==> config.mk <==
export PLATFORM = sky130hd
export DESIGN_NAME = mem_xfer_fsm_flat
export DESIGN_NICKNAME = d
export VERILOG_FILES = /design/src/rtl/mem_xfer_fsm_pkg.sv /design/src/rtl/mem_xfer_fsm_if.sv /design/src/rtl/mem_xfer_fsm_sel_decoder.sv /design/src/rtl/mem_xfer_fsm.sv /design/src/flat_wrapper.sv
export SDC_FILE = /design/constraint.sdc
export NUM_CORES = 1
export LEC_CHECK = 0
export ABC_AREA = 0
export CELL_PAD_IN_SITES_DETAIL_PLACEMENT = 1
export CELL_PAD_IN_SITES_GLOBAL_PLACEMENT = 2
export CORE_ASPECT_RATIO = 0.8
export CORE_MARGIN = 3
export CORE_UTILIZATION = 25
export CTS_CLUSTER_SIZE = 10
export DETAILED_ROUTE_END_ITERATION = 6
export GPL_TIMING_DRIVEN = 0
export PLACE_DENSITY = 0.79
export SYNTH_ARGS = -nofsm -noshare
export SYNTH_HDL_FRONTEND = slang
export SYNTH_SLANG_ARGS = --single-unit
==> constraint.sdc <==
create_clock -name clk -period 2.14 [get_ports clk]
set_input_delay 0.428 -clock clk [delete_from_list [all_inputs] [get_ports clk]]
set_output_delay 0.428 -clock clk [all_outputs]
set_load 0.005 [all_outputs]
==> src/rtl/mem_xfer_fsm_pkg.sv <==
// Shared types for the memory-transfer controller: FSM state encoding and mode constants.
package mem_xfer_pkg;

  typedef enum logic [3:0] {
    ST_IDLE  = 4'd0,
    ST_ADDR  = 4'd1,
    ST_DATA  = 4'd2,
    ST_MEM   = 4'd3,
    ST_WAIT  = 4'd4,
    ST_LATCH = 4'd5,
    ST_WB    = 4'd6,
    ST_DONE  = 4'd7,
    ST_ERR   = 4'd8
  } state_e;

  localparam logic MODE_STORE = 1'b0;
  localparam logic MODE_LOAD  = 1'b1;

endpackage

==> src/rtl/mem_xfer_fsm_if.sv <==
// Bundle of decoder request, memory completion and datapath strobes for mem_xfer_fsm.
// valid/ready: start is a one-cycle request accepted only while busy=0; done/error are one-cycle responses.
interface mem_xfer_fsm_if #(
  parameter int NUM_REGS = 6,
  parameter int SEL_W    = 6
);
  import mem_xfer_pkg::*;

  logic                start;
  logic                is_load;
  logic [SEL_W-1:0]    ri;
  logic [SEL_W-1:0]    rj;
  logic                mfc;
  logic [NUM_REGS-1:0] reg_read;
  logic [NUM_REGS-1:0] reg_write;
  logic                mar_write;
  logic                mem_en;
  logic                mem_rw;
  logic                mdr_write;
  logic                mdr_mem_read;
  logic                mdr_drive;
  logic                busy;
  logic                done;
  logic                error;
  state_e              dbg_state;

  modport master (
    output start, is_load, ri, rj, mfc,
    input  reg_read, reg_write, mar_write, mem_en, mem_rw, mdr_write,
           mdr_mem_read, mdr_drive, busy, done, error, dbg_state
  );

  modport slave (
    input  start, is_load, ri, rj, mfc,
    output reg_read, reg_write, mar_write, mem_en, mem_rw, mdr_write,
           mdr_mem_read, mdr_drive, busy, done, error, dbg_state
  );

endinterface

==> src/rtl/mem_xfer_fsm_sel_decoder.sv <==
// Selector to one-hot register enable; out-of-range indices decode to all zeros.
module sel_decoder #(
  parameter int NUM_REGS = 6,
  parameter int SEL_W    = 6
) (
  input  logic [SEL_W-1:0]    idx_i,
  input  logic                en_i,
  output logic [NUM_REGS-1:0] onehot_o
);

  always_comb begin
    onehot_o = '0;
    for (int i = 0; i < NUM_REGS; i++) begin
      onehot_o[i] = en_i && (32'(idx_i) == i);
    end
  end

endmodule

==> src/rtl/mem_xfer_fsm.sv <==
// Store/load memory-transfer sequencer driving register file, MAR, MDR and memory strobes.
// Optional WAIT timeout enabled by defining MEM_XFER_TIMEOUT_EN.
module mem_xfer_fsm
  import mem_xfer_pkg::*;
#(
  parameter int NUM_REGS = 6,
  parameter int SEL_W    = 6,
  parameter int TIMEOUT  = 15
) (
  input  logic clk,
  input  logic reset_n,
  mem_xfer_fsm_if.slave bus
);

  state_e           state_q, state_d;
  logic             is_load_q, is_load_d;
  logic [SEL_W-1:0] ri_q, ri_d;
  logic [SEL_W-1:0] rj_q, rj_d;

  logic             rd_en, wr_en;
  logic [SEL_W-1:0] rd_idx;
  logic             sel_bad;

  assign sel_bad = (32'(bus.ri) >= NUM_REGS) || (32'(bus.rj) >= NUM_REGS);

`ifdef MEM_XFER_TIMEOUT_EN
  localparam int CNT_W = $clog2(TIMEOUT + 1);
  logic [CNT_W-1:0] cnt_q, cnt_d;
  logic             expired;

  assign expired = (cnt_q == CNT_W'(TIMEOUT));

  always_ff @(posedge clk or negedge reset_n) begin
    if (!reset_n) cnt_q <= '0;
    else          cnt_q <= cnt_d;
  end

  always_comb begin
    cnt_d = cnt_q;
    if (state_q == ST_MEM) cnt_d = '0;
    else if (state_q == ST_WAIT && !bus.mfc && !expired) cnt_d = cnt_q + 1'b1;
  end
`endif

  always_ff @(posedge clk or negedge reset_n) begin
    if (!reset_n) begin
      state_q   <= ST_IDLE;
      is_load_q <= 1'b0;
      ri_q      <= '0;
      rj_q      <= '0;
    end else begin
      state_q   <= state_d;
      is_load_q <= is_load_d;
      ri_q      <= ri_d;
      rj_q      <= rj_d;
    end
  end

  always_comb begin
    state_d   = state_q;
    is_load_d = is_load_q;
    ri_d      = ri_q;
    rj_d      = rj_q;
    case (state_q)
      ST_IDLE: begin
        if (bus.start) begin
          is_load_d = bus.is_load;
          ri_d      = bus.ri;
          rj_d      = bus.rj;
          state_d   = sel_bad ? ST_ERR : ST_ADDR;
        end
      end
      ST_ADDR:  state_d = (is_load_q == MODE_LOAD) ? ST_MEM : ST_DATA;
      ST_DATA:  state_d = ST_MEM;
      ST_MEM:   state_d = ST_WAIT;
      ST_WAIT: begin
        if (bus.mfc) begin
          state_d = (is_load_q == MODE_LOAD) ? ST_LATCH : ST_DONE;
        end
`ifdef MEM_XFER_TIMEOUT_EN
        else if (expired) begin
          state_d = ST_ERR;
        end
`endif
      end
      ST_LATCH: state_d = ST_WB;
      ST_WB:    state_d = ST_DONE;
      ST_DONE:  state_d = ST_IDLE;
      ST_ERR:   state_d = ST_IDLE;
      default:  state_d = ST_IDLE;
    endcase
  end

  // Both decoders share the latched fields; only one is enabled in any state.
  always_comb begin
    rd_en            = (state_q == ST_ADDR) || (state_q == ST_DATA);
    rd_idx           = (state_q == ST_ADDR) ? rj_q : ri_q;
    wr_en            = (state_q == ST_WB);
    bus.mar_write    = (state_q == ST_ADDR);
    bus.mdr_write    = (state_q == ST_DATA);
    bus.mem_en       = (state_q == ST_MEM) || (state_q == ST_WAIT);
    bus.mem_rw       = bus.mem_en && (is_load_q == MODE_STORE);
    bus.mdr_mem_read = (state_q == ST_LATCH);
    bus.mdr_drive    = (state_q == ST_WB);
    bus.busy         = (state_q != ST_IDLE);
    bus.done         = (state_q == ST_DONE);
    bus.error        = (state_q == ST_ERR);
    bus.dbg_state    = state_q;
  end

  sel_decoder #(.NUM_REGS(NUM_REGS), .SEL_W(SEL_W)) u_rd_dec (
    .idx_i    (rd_idx),
    .en_i     (rd_en),
    .onehot_o (bus.reg_read)
  );

  sel_decoder #(.NUM_REGS(NUM_REGS), .SEL_W(SEL_W)) u_wr_dec (
    .idx_i    (ri_q),
    .en_i     (wr_en),
    .onehot_o (bus.reg_write)
  );

endmodule

==> src/flat_wrapper.sv <==
// flat-port wrapper written by rule: the top's interface ports become plain ports
module mem_xfer_fsm_flat import mem_xfer_pkg::*;
#(
  parameter int NUM_REGS = 6,
  parameter int SEL_W    = 6,
  parameter int TIMEOUT  = 15
)
  (clk, reset_n, bus_start, bus_is_load, bus_ri, bus_rj, bus_mfc, bus_reg_read, bus_reg_write, bus_mar_write, bus_mem_en, bus_mem_rw, bus_mdr_write, bus_mdr_mem_read, bus_mdr_drive, bus_busy, bus_done, bus_error, bus_dbg_state);
  mem_xfer_fsm_if #(.NUM_REGS(NUM_REGS), .SEL_W(SEL_W)) bus_i ();
  input  logic clk;
  input  logic reset_n;
  input wire logic [$bits(bus_i.start)-1:0] bus_start;
  input wire logic [$bits(bus_i.is_load)-1:0] bus_is_load;
  input wire logic [$bits(bus_i.ri)-1:0] bus_ri;
  input wire logic [$bits(bus_i.rj)-1:0] bus_rj;
  input wire logic [$bits(bus_i.mfc)-1:0] bus_mfc;
  output wire logic [$bits(bus_i.reg_read)-1:0] bus_reg_read;
  output wire logic [$bits(bus_i.reg_write)-1:0] bus_reg_write;
  output wire logic [$bits(bus_i.mar_write)-1:0] bus_mar_write;
  output wire logic [$bits(bus_i.mem_en)-1:0] bus_mem_en;
  output wire logic [$bits(bus_i.mem_rw)-1:0] bus_mem_rw;
  output wire logic [$bits(bus_i.mdr_write)-1:0] bus_mdr_write;
  output wire logic [$bits(bus_i.mdr_mem_read)-1:0] bus_mdr_mem_read;
  output wire logic [$bits(bus_i.mdr_drive)-1:0] bus_mdr_drive;
  output wire logic [$bits(bus_i.busy)-1:0] bus_busy;
  output wire logic [$bits(bus_i.done)-1:0] bus_done;
  output wire logic [$bits(bus_i.error)-1:0] bus_error;
  output wire logic [$bits(bus_i.dbg_state)-1:0] bus_dbg_state;
  assign bus_i.start = bus_start;
  assign bus_i.is_load = bus_is_load;
  assign bus_i.ri = bus_ri;
  assign bus_i.rj = bus_rj;
  assign bus_i.mfc = bus_mfc;
  assign bus_reg_read = bus_i.reg_read;
  assign bus_reg_write = bus_i.reg_write;
  assign bus_mar_write = bus_i.mar_write;
  assign bus_mem_en = bus_i.mem_en;
  assign bus_mem_rw = bus_i.mem_rw;
  assign bus_mdr_write = bus_i.mdr_write;
  assign bus_mdr_mem_read = bus_i.mdr_mem_read;
  assign bus_mdr_drive = bus_i.mdr_drive;
  assign bus_busy = bus_i.busy;
  assign bus_done = bus_i.done;
  assign bus_error = bus_i.error;
  assign bus_dbg_state = bus_i.dbg_state;
  mem_xfer_fsm #(.NUM_REGS(NUM_REGS), .SEL_W(SEL_W), .TIMEOUT(TIMEOUT)) u_core (.clk(clk), .reset_n(reset_n), .bus(bus_i));
endmodule
After elaboration in Yosys (flattened, before gate mapping)
Index checks and enable logic that the tools add are counted.
W data, S select, Z words.
Storage, ports and cells
  bits in latches: 0
  memory bits (writable): 0
  memories: 0
  ROM bits: 0
  bits in registers: 17
  output and inout bits: 25
Cells by class
  add/sub/neg operators: 0
  magnitude comparators: 2
  reductions and logical operators: 22
  shifts and indexed selects: 0
  divide/modulo/power cells: 0
  equality and inequality tests: 20
  $mul: 0
  bitwise gates (word level): 1
  muxes and demuxes: 7
Operators by type and width (number)
  $pmux W4 S7: 1
  $eq A6 B2 Y1 const B: 4
  $eq A6 B3 Y1 const B: 4
  $eq A4 B3 Y1 const B: 4
  $logic_and A1 B1 Y1: 13
  $eq A6 B1 Y1 const B: 2
  $ge A6 B3 Y1 const B: 2
  $logic_not A6 Y1: 2
  $mux W4: 3
  $eq A4 B2 Y1 const B: 2
  $mux W6: 1
  $eq A4 B1 Y1 const B: 1
  $eq A4 B4 Y1 const B: 1
  $logic_not A4 Y1: 1
  $ne A2 B2 Y1 const B: 2
  $reduce_and A2 Y1: 2
  $reduce_bool A4 Y1: 1
  $logic_or A1 B1 Y1: 3
  $mux W2: 1
  $mux W1: 1
  $not A1 Y1: 1

Longest topological paths before layout
  depth after elaboration: 5
  gate-level depth with buffers: 4

Cells and area by module
A second synthesis with hierarchy kept.
Second synthesis, totals
  cells, all modules: 100
  area, all modules: 1079.8 um^2
Modules (own cells, without submodules)
  mem_xfer_fsm: cells an instance 74, seq. area each 425.4 um^2, area each 924.6 um^2, times used 1
  sel_decoder: cells an instance 13, seq. area each 0.0 um^2, area each 77.6 um^2, times used 2

Worst setup path after synthesis
Ideal clock, no wire load.
  path type: reg2out
  from: register u_core.state_q[2], in the netlist u_core.bus.dbg_state[2]
  to: output bus_reg_read[2]
  cell stages (with the launch flop): 4
  path buffers: 0
  data required time: 1712 ps
  arrival time: 1347 ps
  slack: 365 ps
  cell sequence: dfrtp_1 nor4b_4 nand3_2 a22oi_1
Between the ends
  word-level cells in the longest chain between the ends: 4
  elaborated cells between the ends (all ways): 6
  those cells by class: 3 x eq/ne; 1 x mux; 2 x reduce/logical
Ends and longest elaborated chain
  start, declared: line mem_xfer_fsm.sv:15  | state_e state_q, state_d;
  start signal, assigned: line mem_xfer_fsm.sv:52  | state_q <= state_d;
  $eq A4 B1 Y1 *
  net bus_mar_write: line flat_wrapper.sv:19  | output wire logic [$bits(bus_i.mar_write)-1:0] bus_mar_write;
  $mux W6: line mem_xfer_fsm.sv:97  | rd_idx = (state_q == ST_ADDR) ? rj_q : ri_q;
  $eq A6 B2 Y1: line mem_xfer_fsm_sel_decoder.sv:14  | onehot_o[i] = en_i && (32'(idx_i) == i);
  $logic_and A1 B1 Y1 *: line mem_xfer_fsm_sel_decoder.sv:14
  end, declared: line flat_wrapper.sv:17  | output wire logic [$bits(bus_i.reg_read)-1:0] bus_reg_read;
Mark *: on every way through the listed nets, which the timed path passes. The rest lies on a longest branch.

Worst setup path in the final report
  from: register u_core.state_q[3], in the netlist u_core.bus.dbg_state[3]
  to: output bus_reg_read[0]
Between the ends
  word-level cells in the longest chain between the ends: 4
  elaborated cells between the ends (all ways): 6
  those cells by class: 2 x eq/ne; 1 x mux; 3 x reduce/logical
Ends and longest elaborated chain (line)
  $eq A4 B1 Y1: mem_xfer_fsm.sv:96, mem_xfer_fsm.sv:97
  $mux W6: mem_xfer_fsm.sv:97
  $logic_not A6 Y1: mem_xfer_fsm_sel_decoder.sv:14
  $logic_and A1 B1 Y1 *: mem_xfer_fsm_sel_decoder.sv:14
Every way passes the cells marked *; elsewhere a longest branch is shown, timed or not.

==> flow_summary.toml <==
[worst_setup_path]
cp-start-kind = "register"
critPathKind = "register to output port"
cpPeakStageDelay_ns = 0.43
path_cells = "nor4b_4 > buf_6 > buf_12 > mux2i_4 > a21oi_2 > buf_2"
end_kind = "output port"
required_ns = 1.71
worstPathMaxFanout = 5
arrival_ns = 1.68
slowest_stage = "dfrtp_2"

[pwr]
p_int_mw = 1.374
fin_total_pwr_mw = 2.259
p_sw_mw = 0.8857
combPwrFrac = 0.593
p_leak_nw = 0.8062
seq_power_share = 0.302
powerDensity_nw_per_um2 = 1229
netSwitchingFraction = 0.3920
clock_power_share = 0.106
peakVddDrop_v = 0.0004661

[cells_and_area]
area_growth_pct = 69.63
multi_input_area_um2 = 706.9
stdcell_area_um2 = 1838
drive_gt1_frac = 0.3631
utilization = 0.4620
fillers = 441
ff_latch_area_um2 = 430.4
final_nets = 186
n_antenna_cell = 0

[placed_design]
post_dp_cell_area_um2 = 1563
pre_cts_ws_ns = -0.4089
gp_congestion = 0.7753
dp_hpwl_um = 2546
port_buffers = 41

[global_routing]
top_usage_layer = "met2"
grt_pass1_wl_um = 5561
grt_max_degree = 18
overflow = 0
grtUsageMet1 = 0.1715
use_met2 = 0.2469
met3_usage = 0.02500
grt_usage = 0.1382
grt_pass1_vias = 1152
antenna_found_initial = 0

[drt]
first_pass_iters = 4
vias_per_cell = 4.717
drc = 0
antenna_left = 0
drt-total-wl_um = 3484
drtIter0Drc = 41
wire_per_inst_um = 15.62
routed-via-count = 1052

[run]
maxCapViolations = 0

[hold_path]
hp-class = "register to register"

[timing]
slew_headroom = 0.4993
worst_slack_ns = 0.03488
hold_violations = 0
worst_clock_skew_ns = 0.004930
holdWs_ns = 0.5043
finalCritPeriodShare = 0.9837
tightest_slew_ns = 0.7486
rsz0062_at_grt = "yes"
fmax_mhz = 475.0
timing.final.crit_period_ns = 2.105
slew_viol_final = 0
setup_viol = 0

[status]
status = "finished, final reports clean"

[synth]
synth_seq_cells = 17
yosys_warnings = 0
ys.flop_type = "dfrtp_1"
syn_nets = 121
async_flop_share = 1.000
avgSynthCellArea_um2 = 10.42
synthCells = 104
synth_cell_type_count = 39
synth_area_um2 = 1084
synth_edf_count = 0
seq_area_frac_synth = 0.3926

[clock_network]
cts.path.max_buffers = 2
cts_tree = "done"
path_clk_slew_ns = 0.07
htreeDepth = 1
root_buffer = "clkbuf_8"
cts_hold_buf = 0
clock_sinks = 17
cts_made_buffers = 3
insertion_delay_ns = 0.25

[floorplan]
fp-row-count = 20
die_area_um2 = 5165
design.core.area_um2 = 3979
fp.dieW_um = 79.61
fp.dieH_um = 64.89
start_util = 0.2723
ios = 42
[per-stage QoR]
| step | setup TNS [ns] | instances |
|---|---|---|
| floorplan | 0 | 104 |
| global placement | -2.519 | 200 |
| detailed placement | -2.936 | 200 |
| CTS | -0.07650 | 222 |
| global route | -0.2633 | 223 |
| finish | 0 | 223 |
[flip-flops by register name, indices dropped and copies added, names as in the netlist]
register / flops
u_core.ri_q: 6
u_core.rj_q: 6
u_core.bus.dbg_state: 4
u_core.is_load_q: 1
[final cells by class]
| cell class | instances | area share |
|---|---|---|
| Multi-Input combinational cell | 81 | 0.3846 |
| Timing Repair Buffer | 60 | 0.2900 |
| Sequential cell | 17 | 0.2342 |
| Tap cell | 55 | 0.03744 |
| Buffer | 5 | 0.02655 |
| Clock buffer | 3 | 0.02246 |
| Clock inverter | 1 | 0.002723 |
| Inverter | 1 | 0.002042 |
[worst paths after layout]
path	start	end	slack [ns]	cells past startpoint
max	u_core.bus.dbg_state[3]$_DFFE_PN0P_	bus_reg_read[0]	0.03	6
min	u_core.rj_q[4]$_DFFE_PN0P_	u_core.rj_q[4]$_DFFE_PN0P_	0.50	1
min in group asynchronous	reset_n	u_core.rj_q[5]$_DFFE_PN0P_	0.62	1
max in group asynchronous	reset_n	u_core.bus.dbg_state[1]$_DFFE_PN0P_	1.00	1
max reg2reg	u_core.bus.dbg_state[0]$_DFFE_PN0P_	u_core.ri_q[3]$_DFFE_PN0P_	0.41	5
min reg2reg	u_core.rj_q[4]$_DFFE_PN0P_	u_core.rj_q[4]$_DFFE_PN0P_	0.50	1
[worst max-delay path, delay by kind of cell, from the launching register on]
family / cells / cell delay (ns)
flops: 1 / 0.43
buf+inv: 3 / 0.40
simple gates: 1 / 0.29
mux: 1 / 0.25
compound gates: 1 / 0.05
[layer usage]
layer,wire (um),vias up,share of wire
li1,-,510,-
met1,1566,513,0.45
met2,1738,25,0.50
met3,155,4,0.044
met4,25,0,0.0072
met5,0,-,0
[synthesized netlist by cell type (2+ instances only)]
| cell | count | share of area |
|---|---|---|
| nand2b_1 | 3 | 0.017 |
| nand4_1 | 2 | 0.012 |
| dfrtp_1 | 17 | 0.39 |
| buf_6 | 2 | 0.021 |
| nor3b_1 | 3 | 0.021 |
| a21oi_1 | 6 | 0.028 |
| nand2_1 | 4 | 0.014 |
| mux2_1 | 13 | 0.14 |
| a22oi_1 | 2 | 0.014 |
| and4_1 | 2 | 0.016 |
| mux2i_1 | 2 | 0.018 |
| nor2_1 | 11 | 0.038 |
| nand3b_1 | 2 | 0.014 |
| nor3_1 | 4 | 0.018 |
| nor2b_1 | 4 | 0.023 |
| nand4b_1 | 3 | 0.024 |
| buf_2 | 2 | 0.0092 |
[power by group through the flow]
| stage | logic (mW) | clock network (mW) | registers, mW |
|---|---|---|---|
| global placement | 0.986 | 0 | 0.676 |
| global route | 1.47 | 0.257 | 0.707 |
| detailed placement | 1.00 | 0 | 0.695 |
| floorplan | 0.626 | 0 | 0.639 |
| finish | 1.34 | 0.239 | 0.681 |
| CTS | 1.27 | 0.247 | 0.678 |
[cell usage in the layout, fill, tap and decap left out, drive strengths merged, types with 2 or more instances in the layout]
| cell type | synthesis | layout |
|---|---|---|
| nand2 | 5 | 5 |
| clkbuf | 1 | 4 |
| and4 | 2 | 2 |
| nor3 | 4 | 4 |
| dlymetal6s2s | 0 | 3 |
| nor3b | 3 | 3 |
| dlygate4sd2 | 0 | 9 |
| buf | 4 | 31 |
| nor4b | 2 | 2 |
| nor4 | 2 | 2 |
| a22oi | 2 | 2 |
| clkdlybuf4s50 | 0 | 21 |
| nor2 | 12 | 12 |
| mux2 | 14 | 14 |
| mux2i | 2 | 2 |
| nor2b | 4 | 4 |
| nand4b | 3 | 3 |
| nand3 | 2 | 2 |
| a21oi | 6 | 6 |
| nand2b | 3 | 3 |
| dfrtp | 17 | 17 |
| nand3b | 2 | 2 |
| nand4 | 2 | 2 |
| a2111oi | 2 | 2 |
[cells by family after synthesis]
| family | Yosys count | share of synthesized area |
|---|---|---|
| compound gates | 12 | 0.07621 |
| flops | 17 | 0.3926 |
| simple gates | 52 | 0.3187 |
| mux | 16 | 0.1674 |
| xor+xnor | 1 | 0.008085 |
| buf+inv | 6 | 0.03694 |
[timing repair]
item / CTS / global route
pin swaps: 11 / 8
gates resized for setup: 59 / 14
hold endpoints to repair: 0 / 0
endpoints found under the setup margin: 20 / 10
buffers inserted: 18 / 1
Power figures use the tool's default switching activity.
